**config.mk**
```make
export PLATFORM = sky130hd
export DESIGN_NAME = mips_multicycle_ctrl
export DESIGN_NICKNAME = d
export VERILOG_FILES = /design/src/rtl/mips_multicycle_ctrl.sv
export SDC_FILE = /design/constraint.sdc
export NUM_CORES = 1
export LEC_CHECK = 0
export CAP_MARGIN = 10
export CORE_MARGIN = 2
export CORE_UTILIZATION = 46
export CTS_CLUSTER_DIAMETER = 120
export DETAILED_ROUTE_END_ITERATION = 7
export GPL_TIMING_DRIVEN = 0
export PLACE_DENSITY = 0.79
export SLEW_MARGIN = 20
export SYNTH_ARGS = -nofsm -noshare
export SYNTH_HDL_FRONTEND = slang
export SYNTH_SLANG_ARGS = --single-unit
```
**constraint.sdc**
```tcl
create_clock -name clk -period 2.55 [get_ports clk]
set_input_delay 0.3825 -clock clk [delete_from_list [all_inputs] [get_ports clk]]
set_output_delay 0.3825 -clock clk [all_outputs]
set_load 0.1 [all_outputs]
```
**src/rtl/mips_multicycle_ctrl.sv**
```systemverilog
// mips_multicycle_ctrl: multi-cycle MIPS control FSM with memory handshake, wait watchdog and trap.
// Optional performance counters are enabled by defining MC_PERF_CNT_EN.
module mips_multicycle_ctrl #(
  parameter int TIMEOUT = 16,
  parameter int CNT_W = 32
) (
  input  logic             clk,
  input  logic             rst,
  input  logic [5:0]       opcode,
  input  logic             zero,
  input  logic             mem_ready,
  output logic             pc_write,
  output logic             pc_write_cond,
  output logic             i_or_d,
  output logic             mem_read,
  output logic             mem_write,
  output logic             ir_write,
  output logic             mem_to_reg,
  output logic             reg_dst,
  output logic             reg_write,
  output logic             alu_src_a,
  output logic [1:0]       alu_src_b,
  output logic [1:0]       alu_op,
  output logic [1:0]       pc_source,
`ifdef MC_PERF_CNT_EN
  output logic [CNT_W-1:0] cycle_cnt,
  output logic [CNT_W-1:0] instr_cnt,
`endif
  output logic [3:0]       state,
  output logic             err
);
  localparam int CW = $clog2(TIMEOUT) + 1;
  typedef enum logic [3:0] {
    FETCH, DECODE, MEM_ADDR, MEM_RD, MEM_WB, MEM_WR, R_EX, R_WB,
    BRANCH, JUMP, ADDI_EX, ADDI_WB, TRAP
  } state_e;
  state_e state_q, state_d;
  logic [CW-1:0] cnt_q, cnt_d;
  logic tmo, wait_st;
  // The branch decision is made in the datapath (pc_write_cond & zero).
  logic unused_zero;
  assign unused_zero = zero;
  assign wait_st = state_q inside {FETCH, MEM_RD, MEM_WR};
  assign tmo = !mem_ready && cnt_q == CW'(TIMEOUT - 1);
  always_comb begin
    state_d = TRAP;
    case (state_q)
      FETCH:    state_d = mem_ready ? DECODE : tmo ? TRAP : FETCH;
      DECODE:   state_d = opcode == 6'b000000 ? R_EX :
                          (opcode == 6'b100011 || opcode == 6'b101011) ? MEM_ADDR :
                          opcode == 6'b000100 ? BRANCH :
                          opcode == 6'b000010 ? JUMP :
                          opcode == 6'b001000 ? ADDI_EX : TRAP;
      MEM_ADDR: state_d = opcode == 6'b101011 ? MEM_WR : MEM_RD;
      MEM_RD:   state_d = mem_ready ? MEM_WB : tmo ? TRAP : MEM_RD;
      MEM_WR:   state_d = mem_ready ? FETCH : tmo ? TRAP : MEM_WR;
      R_EX:     state_d = R_WB;
      ADDI_EX:  state_d = ADDI_WB;
      MEM_WB, R_WB, BRANCH, JUMP, ADDI_WB: state_d = FETCH;
      default:  state_d = TRAP;
    endcase
    cnt_d = (wait_st && !mem_ready && state_d == state_q) ? cnt_q + 1'b1 : '0;
  end
  always_comb begin
    {pc_write, pc_write_cond, i_or_d, mem_read, mem_write, ir_write} = '0;
    {mem_to_reg, reg_dst, reg_write, alu_src_a} = '0;
    {alu_src_b, alu_op, pc_source} = '0;
    if (!rst) begin
      case (state_q)
        FETCH: begin
          mem_read = 1'b1;
          alu_src_b = 2'b01;
          ir_write = mem_ready;
          pc_write = mem_ready;
        end
        DECODE: alu_src_b = 2'b11;
        MEM_ADDR, ADDI_EX: begin
          alu_src_a = 1'b1;
          alu_src_b = 2'b10;
        end
        MEM_RD: {mem_read, i_or_d} = 2'b11;
        MEM_WB: {reg_write, mem_to_reg} = 2'b11;
        MEM_WR: {mem_write, i_or_d} = 2'b11;
        R_EX: begin
          alu_src_a = 1'b1;
          alu_op = 2'b10;
        end
        R_WB: {reg_write, reg_dst} = 2'b11;
        BRANCH: begin
          alu_src_a = 1'b1;
          alu_op = 2'b01;
          pc_write_cond = 1'b1;
          pc_source = 2'b01;
        end
        JUMP: begin
          pc_write = 1'b1;
          pc_source = 2'b10;
        end
        ADDI_WB: reg_write = 1'b1;
        default: ;
      endcase
    end
  end
  assign state = state_q;
  assign err = !rst && state_q == TRAP;
`ifdef MC_PERF_CNT_EN
  logic instr_done;
  assign instr_done = state_d == FETCH &&
                      state_q inside {MEM_WB, R_WB, ADDI_WB, MEM_WR, BRANCH, JUMP};
`endif
  always_ff @(posedge clk or posedge rst) begin
    if (rst) begin
      state_q <= FETCH;
      cnt_q <= '0;
`ifdef MC_PERF_CNT_EN
      cycle_cnt <= '0;
      instr_cnt <= '0;
`endif
    end else begin
      state_q <= state_d;
      cnt_q <= cnt_d;
`ifdef MC_PERF_CNT_EN
      if (state_q != TRAP) cycle_cnt <= cycle_cnt + 1'b1;
      if (instr_done) instr_cnt <= instr_cnt + 1'b1;
`endif
    end
  end
endmodule

```
# Yosys cells after proc, flatten, opt, wreduce, memory -nomap -nowiden
# Cells that the tools add are included.
[classes]
reduce_logical = 16
addsub = 1
n_eq_ne = 19
n_mux = 40
[op_table]
columns = ["operator", "count"]
rows = [
  ["$mux W4", 8],
  ["$pmux W4 S8", 1],
  ["$eq A4 B4 Y1 const B", 5],
  ["$mux W1", 19],
  ["$eq A4 B3 Y1 const B", 4],
  ["$eq A6 B6 Y1 const B", 2],
  ["$mux W3", 4],
  ["$eq A4 B2 Y1 const B", 2],
  ["$pmux W2 S2", 2],
  ["$eq A6 B2 Y1 const B", 1],
  ["$eq A6 B3 Y1 const B", 1],
  ["$eq A6 B4 Y1 const B", 1],
  ["$logic_not A6 Y1", 1],
  ["$mux W2", 3],
  ["$pmux W2 S3", 1],
  ["$reduce_or A2 Y1", 3],
  ["$add A5 B1 Y5 const B", 1],
  ["$eq A5 B4 Y1 const B", 1],
  ["$mux W5", 1],
  ["$reduce_or A5 Y1", 1],
  ["$eq A4 B1 Y1 const B", 1],
  ["$eq A4 B4 Y1", 1],
  ["$logic_and A1 B1 Y1", 4],
  ["$logic_not A4 Y1", 1],
  ["other kinds (6)", 7],
]
[totals]
out_inout_bits = 21
elab_cells = 78
reg_bits = 9
input_bits = 10

# Depth between registers and ports, before layout
# Gate-level depths: netlist of the first run.
[logic_depth]
ltp_word = 10
ltp_mapped = 7
depth_no_buf = 7

# Worst setup path before layout of the first run
# No wires, ideal clock.
[synth_path]
kind = "register to output"
from = "register state_q[1], in the netlist state[1]"
to = "output port alu_src_a"
path_stages_with_launch = 5
path_buffers = 2
slack_ns = -3.940
required_time_ns = 2.168
arrival_time_ns = 6.108
path_cell_list = "dfrtp_1 buf_6 buf_2 nor2_1 a2111oi_0"
[synth_via]
elab_chain_len = 4
word_cells_on_any_way = 7
cone_classes = "eq/ne (4); mux (2); reduce/logical (1)"
[synth_rtl]
columns = ["item", "line_no", "rtl"]
rows = [
  ["from (decl)", "37", "state_e state_q, state_d;"],
  ["from (signal assigned)", "120", "state_q <= state_d;"],
  ["$eq A4 B4 Y1 (tied with other cells)", "69", "case (state_q)"],
  ["$reduce_or A4 Y1 (no line) (*)", "-", ""],
  ["$mux W1 (*)", "69", ""],
  ["$mux W1 (*)", "68", "if (!rst) begin"],
  ["to (decl)", "21", "output logic alu_src_a,"],
]
# Every way passes the cells marked *; elsewhere a longest branch is shown, timed or not.

# Worst setup path after layout of the first run
[layout_path]
from = "register state_q[1], in the netlist state[1]"
to = "output port pc_source[1]"
[layout_via]
elab_chain_len = 3
word_cells_on_any_way = 4
cone_classes = "eq/ne (2); mux (2)"
[layout_rtl]
columns = ["item", "line_no", "rtl"]
rows = [
  ["$eq A4 B4 Y1", "69", ""],
  ["$pmux W2 S2 (*)", "69", ""],
  ["$mux W2 (*)", "68", ""],
  ["to (decl)", "24", "output logic [1:0] pc_source,"],
]
# Marked as above.

==> reports/qor.csv, run 1 <==
stage;metric;value;unit
run_status;status;finished clean;
power_and_ir_drop;p_leak;0.510;nW
global_routing;gr-usage-all-layers;24.0;%
global_routing;grt_pass1_vias;831;
detailed_routing;drc;0;
layout;drive_gt1_share;36.1;%
logic_synthesis;netlist-cell-type-count;35;
logic_synthesis;synth_seq_area_share;27.9;%
worst_setup_path;worstPathRequired;2.17;ns
layout;fin_util;79.8;%
layout;fin_nets;157;
clock_network;clock_path_buffers;2;
placed_design;dpl.cell_count;155;
clock_network;clock_sinks;9;
worst_setup_path;path_class;reg -> out;
placed_design;routabilityCongestion;0.844;
die;start_util;47.8;%
worst_hold_path;hold_class;in -> async;
worst_setup_path;worstSetupStartpointType;flop;
placed_design;place_area;0.00132;mm²
detailed_routing;drt_pass1_iterations;4;
timing;finalHoldViolations;0;
clock_network;cts.clk_slew.worst_paths;0.06;ns
detailed_routing;viasPerCell;5.92;
power_and_ir_drop;total_power;0.296;mW
timing;period_minus_slack;2.51;ns
logic_synthesis;ys_ff_latch;9;
logic_synthesis;synth_top_cell_by_area;dfrtp_1;
timing;slew_viol_final;0;
worst_setup_path;reg2reg_from;cnt_q[0];
layout;fin_area;0.00135;mm²
timing;finalSetupViolations;0;
worst_setup_path;r2r-end;state[0];
logic_synthesis;synth_top_area_share;27.9;%
clock_network;cts_buffers;3;
die;io_pins;31;
timing;skew;0.00329;ns
timing;finalWorstSetupSlack;0.0425;ns
timing;worst_pin_slew;0.961;ns
power_and_ir_drop;p_per_area;220;mW/mm²
die;fp-row-count;15;
worst_setup_path;path_max_fanout;5;
timing;grt_setup_unrepaired;no;
layout;syn_to_final_growth;67.0;%
die;die-area;0.00211;mm²
timing;finalCritPeriodShare;98.3;%
placed_design;portBuffers;29;
global_routing;gr-total-overflow;0;
logic_synthesis;syn-cell-area;807;µm²
layout;diodes;0;
die;die_w;45.9;µm
detailed_routing;wl_per_cell;14.2;µm
die;coreArea;0.00169;mm²
logic_synthesis;async_flop_share;100;%
worst_setup_path;worstSetupEndpointType;output pin;
timing;timing.setup.tns;0;ns
timing;holdWs;0.434;ns
detailed_routing;ant_nets;0;
clock_network;cts_hold_buf;0;
placed_design;post-place-ws;-1.08;ns
clock_network;cts_tree;done;
clock_network;insertion_delay;0.26;ns
timing;fmax;0.399;GHz
timing;slew_headroom;35.7;%
logic_synthesis;synth_area_leaders;dfrtp_1, nor2_1, nand3_1;
worst_setup_path;reg2reg_depth;6;
logic_synthesis;synth_top_flop_cell;dfrtp_1;
global_routing;grt_max_degree;11;
global_routing;antenna_found_initial;0;
global_routing;grt_pass1_wl;3630;µm
logic_synthesis;yosys_warnings;0;
logic_synthesis;syn_area_per_cell;7.40;µm²
logic_synthesis;synth_common_cells;nor2_1, dfrtp_1, nand3_1, nor3_1, nand2_1;
clock_network;h-tree-depth;1;
detailed_routing;drt-total-wl;2290;µm
layout;instances_no_fill;161;
flow_run;cap_viol_max_count;0;
placed_design;dp_hpwl;1730;µm
die;fp.dieH;45.9;µm
worst_setup_path;cp_data_arrival_time;2.13;ns
logic_synthesis;synth.most_common_cell;nor2_1;
logic_synthesis;synth-edff-count;0;
power_and_ir_drop;peakVddDrop;0.273;mV
logic_synthesis;synth_nets;121;
detailed_routing;drt_iter0_markers;65;
detailed_routing;vias;953;
logic_synthesis;syn_inst;109;
worst_setup_path;rrSetupSlack;0.74;ns
clock_network;cts-root-buf;clkbuf_4;
==> final cells by class <==
class                           instances  area, µm²
Timing Repair Buffer                   31        289
Fill cell                             115        342
Sequential cell                         9        240
Buffer                                  9        118
Clock buffer                            4       26.3
Tap cell                               17       21.3
Inverter                                4       18.8
Multi-Input combinational cell         87        634
==> cells in the final DEF, fill, tap and decap left out, types with 3 or more instances in the layout <==
cell type        instances
buf_6                    5
clkbuf_4                 4
buf_4                    4
nor2_1                  14
nor3_1                   5
nand2_1                  5
o21ai_0                  4
dfrtp_1                  5
a21oi_1                  4
nand3_1                  8
clkdlybuf4s50_1         11
dfrtp_4                  4
nand2b_1                 3
clkdlybuf4s15_2          8
nor2_4                   4
and3_1                   3
xnor2_1                  3
nor3_4                   4
==> critical path: stages, from the launching register on <==
cell and delay, ns:
dfrtp_4 0.50, nand2b_1 0.32, nor2_4 0.18, dlygate4sd2_1 0.87
==> how the worst max path moves through the flow <==
stage / cells after the start / endpoint / slack [ns] / startpoint
after floorplan: 4 / alu_src_a / -0.04 / state[1]
after global placement: 6 / pc_source[0] / -1.05 / rst
after global routing: 5 / reg_write / 0.0003 / state[1]
final: 3 / pc_source[1] / 0.04 / state[1]
after CTS: 5 / reg_write / 0.001 / state[1]
after detailed placement: 6 / pc_source[0] / -1.08 / rst
==> sequential cells by signal, summed over array words and instances (netlist names) <==
signal,flops
state,4
cnt_q,5
==> layer usage <==
metal | global-route usage [%] | routed length [µm] | vias up
met3 | 5.16 | 148 | 6
met5 | 0 | 0 | -
met1 | 28.8 | 918 | 438
met2 | 42.5 | 1190 | 50
li1 | - | - | 459
met4 | 6.86 | 32 | 0
==> report_power, final <==
group,switching [mW],internal [mW],total (mW)
clock network,0.0501,0.0603,0.110
logic,0.0246,0.0183,0.0429
registers,0,0.143,0.143
total,0.0747,0.221,0.296
==> timing repair <==
| action | 4_1_cts | 5_1_grt |
|---|---|---|
| gates resized for setup | 53 | 11 |
| buffers inserted | 2 | 0 |
| endpoints found under the setup margin | 17 | 7 |
| cloned | 0 | 0 |
==> kinds of logic after synthesis <==
group | Yosys count | synth area share [%]
buffers and inverters | 13 | 9.15
flip-flops | 9 | 27.9
AND/OR/NAND/NOR | 62 | 39.2
AO/OA/AOI/OAI | 18 | 15.2
XOR/XNOR | 5 | 5.43
adder cells (fa/ha/maj) | 2 | 3.10
No activity file was read; power rests on OpenSTA's default activity.
==> inputs of run 2 (changes only) <==
--- a/config.mk
+++ b/config.mk
@@ -7,11 +7,13 @@
 export LEC_CHECK = 0
 export CAP_MARGIN = 10
 export CORE_MARGIN = 2
-export CORE_UTILIZATION = 46
+export CORE_UTILIZATION = 48
+export CTS_BUF_LIST = sky130_fd_sc_hd__clkbuf_8
 export CTS_CLUSTER_DIAMETER = 120
 export DETAILED_ROUTE_END_ITERATION = 7
 export GPL_TIMING_DRIVEN = 0
-export PLACE_DENSITY = 0.79
+export HOLD_SLACK_MARGIN = 0.05
+export PLACE_DENSITY = 0.83
 export SLEW_MARGIN = 20
 export SYNTH_ARGS = -nofsm -noshare
 export SYNTH_HDL_FRONTEND = slang
==> reports/qor.csv, run 2 (synthesized netlist as in run 1, its figures left out) <==
stage;metric;value;unit
run_status;status;finished clean;
flow_run;cap_viol_max_count;0;
global_routing;grt_pass1_vias;997;
timing;finalCritPeriodShare;96.9;%
detailed_routing;drt-total-wl;2820;µm
layout;fill_cells;74;
power_and_ir_drop;p_leak;0.516;nW
clock_network;cts-root-buf;clkbuf_8;
die;coreArea;0.00154;mm²
power_and_ir_drop;p_seq_share;42.0;%
clock_network;cts.clk_slew.worst_paths;0.04;ns
global_routing;grt_max_degree;11;
global_routing;gr-total-overflow;0;
layout;top_register;cnt_q;
worst_hold_path;hold_class;in -> async;
worst_setup_path;path_class;reg -> out;
worst_setup_path;cp_data_arrival_time;2.09;ns
worst_setup_path;crit_chain;buf_6 -> nor2_1 -> and3_1 -> clkdlybuf4s15_1;
power_and_ir_drop;p_sw;0.0764;mW
layout;regArea;240;µm²
die;fp.dieH;45.0;µm
timing;skew;0.00453;ns
timing;slew_viol_final;0;
worst_setup_path;critPathTopFamily;buffers and inverters;
die;die_w;45.0;µm
detailed_routing;m1WireLength;1030;µm
timing;finalSetupViolations;0;
detailed_routing;drt_pass1_iterations;4;
timing;grt_setup_unrepaired;no;
placed_design;dp_hpwl;1960;µm
layout;most-common-layout-cells;nor2_1, clkdlybuf4s50_1, clkdlybuf4s15_2;
power_and_ir_drop;combPwrFrac;12.6;%
worst_setup_path;worstPathRequired;2.17;ns
worst_setup_path;path_max_fanout;10;
layout;fin_area;0.00135;mm²
die;io_pins;31;
die;start_util;52.4;%
worst_setup_path;worstSetupStartpointType;flop;
power_and_ir_drop;p_per_area;253;mW/mm²
clock_network;clock_sinks;9;
die;die-area;0.00203;mm²
detailed_routing;vias;1008;
power_and_ir_drop;intPower;0.265;mW
timing;slew_headroom;35.6;%
detailed_routing;ant_nets;0;
layout;multi_input_area;634;µm²
detailed_routing;wl_met3;207;µm
layout;largest_reg_flops;5;
placed_design;routabilityCongestion;0.906;
detailed_routing;met2_length;1520;µm
die;fp-row-count;14;
timing;period_minus_slack;2.47;ns
power_and_ir_drop;sw_frac_of_total;22.4;%
detailed_routing;maxUsedRoutingLayer;met4;
timing;finalHoldViolations;0;
detailed_routing;drt_iter0_markers;47;
worst_setup_path;crit_slowest_cell;clkdlybuf4s15_1;
placed_design;portBuffers;29;
worst_setup_path;cpPeakStageDelay;0.82;ns
global_routing;gr-usage-all-layers;32.9;%
clock_network;h-tree-depth;1;
layout;layout_commonest_cell;nor2_1;
worst_setup_path;critical_path_buf_inv_count;2;
clock_network;cts_buffers;3;
layout;fin_nets;156;
power_and_ir_drop;peakVddDrop;0.513;mV
timing;finalWorstSetupSlack;0.0791;ns
timing;worst_pin_slew;0.964;ns
layout;diodes;0;
global_routing;grt_pass1_wl;4800;µm
power_and_ir_drop;power.share.clock;45.4;%
layout;fin_util;87.5;%
detailed_routing;wl_per_cell;17.7;µm
timing;fmax;0.405;GHz
clock_network;clock_path_buffers;2;
clock_network;cts_tree;done;
layout;drive_gt1_share;35.7;%
global_routing;antenna_found_initial;0;
placed_design;post-place-ws;-1.09;ns
clock_network;insertion_delay;0.23;ns
detailed_routing;viasPerCell;6.34;
timing;timing.setup.tns;0;ns
worst_setup_path;worstSetupEndpointType;output pin;
placed_design;place_area;0.00132;mm²
layout;syn_to_final_growth;67.1;%
clock_network;cts_hold_buf;0;
detailed_routing;drc;0;
[run 2: cell types whose count changed in the layout (fill, tap and decap cells not counted), sizes merged]
cell           delta
clkdlybuf4s15     +1
buf               -2
inv               +1
clkdlybuf4s18     -2
clkbuf            +1
[run 2: power groups by stage]
stage                     logic, mW  clock network [mW]  registers [mW]
final                        0.0431               0.155           0.143
after global routing         0.0466               0.164           0.143
after CTS                    0.0427               0.160           0.143
after detailed placement     0.0420                   0           0.146
after global placement       0.0400                   0           0.146
after floorplan              0.0181                   0           0.146
[run 2: final cells by class]
type                       count  area share, %
multi-input combinational     87           47.0
timing repair buffer          30           20.2
sequential                     9           17.8
inverter                       4           1.39
clock inverter                 1          0.278
buffer                         9           8.72
tap                           16           1.48
clock buffer                   3           3.06
[run 2: worst reg2reg max path, cell delays in order, from the launching register on]
cell and delay, ns:
dfrtp_1 0.36, ha_1 0.18, and3_1 0.16, ha_1 0.21, nand2b_1 0.13, nor4_1 0.39
a211oi_1 0.11, o2111ai_1 0.22
[run 2: metrics by stage]
step / cells / power (mW) / hold slack, ns
final: 159 / 0.341 / 0.398
after global routing: 159 / 0.354 / 0.431
after CTS: 159 / 0.346 / 0.461
after detailed placement: 154 / 0.188 / 0.452
after global placement: 154 / 0.186 / 0.446
after floorplan: 109 / 0.164 / 0.250
[run 2: worst paths after layout]
path | cells after the start | endpoint | slack (ns) | startpoint
setup / recovery | 4 | i_or_d | 0.08 | state[3]
hold / removal | 3 | state[1] | 0.40 | rst
setup reg to reg | 7 | state[2] | 0.67 | cnt_q[0]
hold reg to reg | 1 | cnt_q[0] | 0.46 | cnt_q[0]
max in group asynchronous | 3 | state[3] | 1.99 | rst
min in group clk | 1 | cnt_q[0] | 0.46 | cnt_q[0]
[run 2: layer usage]
layer / global-route usage, % / vias up
li1: - / 464
met1: 38.1 / 465
met2: 62.3 / 65
met3: 2.80 / 14
met4: 11.2 / 0
met5: 0 / -
[run 2: repair_timing]
item | in CTS | in global routing
endpoints found under the setup margin | 17 | 8
setup buffers | 1 | 0
gates resized for setup | 45 | 13
hold endpoints to repair | 0 | 0
==> inputs of run 3 (changes only) <==
--- a/config.mk
+++ b/config.mk
@@ -11,7 +11,6 @@
 export CTS_BUF_LIST = sky130_fd_sc_hd__clkbuf_8
 export CTS_CLUSTER_DIAMETER = 120
 export DETAILED_ROUTE_END_ITERATION = 7
-export GPL_TIMING_DRIVEN = 0
 export HOLD_SLACK_MARGIN = 0.05
 export PLACE_DENSITY = 0.83
 export SLEW_MARGIN = 20
==> reports/qor.csv, run 3 (synthesized netlist as in run 1, its figures left out) <==
stage;metric;value;unit
timing;grt_setup_unrepaired;no;
layout;fill_cells;65;
die;start_util;52.4;%
worst_setup_path;cpPeakStageDelay;0.58;ns
timing;slew_headroom;66.5;%
detailed_routing;drt_iter0_markers;71;
timing;finalHoldViolations;0;
layout;largest_reg_flops;5;
global_routing;grt_pass1_vias;1016;
flow_run;cap_viol_max_count;0;
worst_setup_path;worstSetupEndpointType;output pin;
die;io_pins;31;
detailed_routing;drc;0;
timing;worst_pin_slew;0.499;ns
die;fp-row-count;14;
clock_network;insertion_delay;0.24;ns
clock_network;cts_tree;done;
clock_network;cts_buffers;3;
detailed_routing;drt-total-wl;3130;µm
global_routing;grt_max_degree;23;
die;fp.dieH;45.0;µm
worst_setup_path;cp_data_arrival_time;1.80;ns
worst_setup_path;crit_chain;nand2b_1 -> nor2_4 -> or2_2 -> buf_12;
timing;slew_viol_final;0;
clock_network;clock_sinks;9;
detailed_routing;ant_nets;0;
timing;finalWorstSetupSlack;0.369;ns
layout;most-common-layout-cells;buf_12, nor2_1, nand3_1, clkdlybuf4s50_1, buf_4;
clock_network;cts.clk_slew.worst_paths;0.05;ns
worst_setup_path;crit_slowest_cell;dfrtp_4;
worst_setup_path;critPathTopFamily;simple AND/OR/NAND/NOR gates;
placed_design;place_area;0.00138;mm²
global_routing;gr-total-overflow;0;
detailed_routing;vias;1072;
die;die_w;45.0;µm
power_and_ir_drop;p_per_area;261;mW/mm²
layout;fin_area;0.00142;mm²
clock_network;post_cts_buffers;0;
layout;instances_no_fill;151;
placed_design;post-place-ws;0.437;ns
worst_setup_path;critical_path_buf_inv_count;1;
clock_network;cts-root-buf;clkbuf_8;
worst_setup_path;path_class;reg -> out;
worst_setup_path;worstPathRequired;2.17;ns
placed_design;dpl.cell_count;147;
die;coreArea;0.00154;mm²
detailed_routing;wl_per_cell;20.7;µm
global_routing;gr-usage-all-layers;35.9;%
worst_hold_path;hold_class;reg -> reg;
timing;finalSetupViolations;0;
clock_network;clock_path_buffers;2;
placed_design;dp_hpwl;1790;µm
detailed_routing;viasPerCell;7.10;
placed_design;portBuffers;29;
layout;diodes;0;
layout;syn_to_final_growth;76.0;%
die;die-area;0.00203;mm²
timing;period_minus_slack;2.18;ns
detailed_routing;drt_pass1_iterations;6;
clock_network;cts.repair.resized;0;
timing;finalCritPeriodShare;85.5;%
placed_design;routabilityCongestion;0.888;
clock_network;cts_hold_buf;0;
global_routing;grt_pass1_wl;5150;µm
global_routing;antenna_found_initial;0;
worst_setup_path;worstSetupStartpointType;flop;
layout;top_register;cnt_q;
timing;holdWs;0.493;ns
run_status;status;finished clean;
power_and_ir_drop;peakVddDrop;0.386;mV
power_and_ir_drop;p_leak;0.534;nW
worst_setup_path;path_max_fanout;22;
timing;skew;0.00199;ns
clock_network;h-tree-depth;1;
layout;layout_commonest_cell;buf_12;
timing;fmax;0.458;GHz
layout;fin_nets;148;
layout;drive_gt1_share;34.8;%
[run 3: power breakdown]
part	total, mW	internal [mW]	switching, mW	leakage (nW)
Clock	0.176	0.106	0.0704	0.0269
Sequential	0.143	0.143	0	0.112
Combinational	0.0509	0.0217	0.0292	0.396
[run 3: stage by stage]
step / TNS, ns / power (mW) / util [%]
2_1_floorplan: -0.0424 / 0.164 / -
3_3_place_gp: 0 / 0.190 / 89.2
3_5_place_dp: 0 / 0.192 / 89.2
4_1_cts: 0 / 0.368 / 92.1
5_1_grt: 0 / 0.380 / 92.1
6_report: 0 / 0.370 / 92.1
[run 3: metal layers]
layer	up-vias	share of wire [%]	global-route usage [%]
met3	25	12	6.00
met1	482	32	43.0
met5	-	0	0
met2	126	50	61.4
li1	439	-	-
met4	0	5.0	18.2
[run 3: cell type report]
type	instances	area, µm²	share of cell area [%]
Clock inverter	1	3.75	0.264
Timing Repair Buffer	31	465	32.8
Inverter	4	15.0	1.06
Tap cell	16	20.0	1.41
Sequential cell	9	240	16.9
Multi-Input combinational cell	87	634	44.7
Clock buffer	3	41.3	2.91
[run 3: path summary, 6_finish.rpt]
check / end / cells after the start / slack, ns / startpoint
worst max-delay path: pc_write / 4 / 0.37 / state[1]
worst min-delay path: cnt_q[0] / 1 / 0.49 / cnt_q[0]
worst max register to register: state[0] / 7 / 0.52 / cnt_q[0]
worst min register to register: cnt_q[0] / 1 / 0.49 / cnt_q[0]
max in group asynchronous: state[2] / 3 / 1.77 / rst
min in group asynchronous: cnt_q[3] / 3 / 0.62 / rst
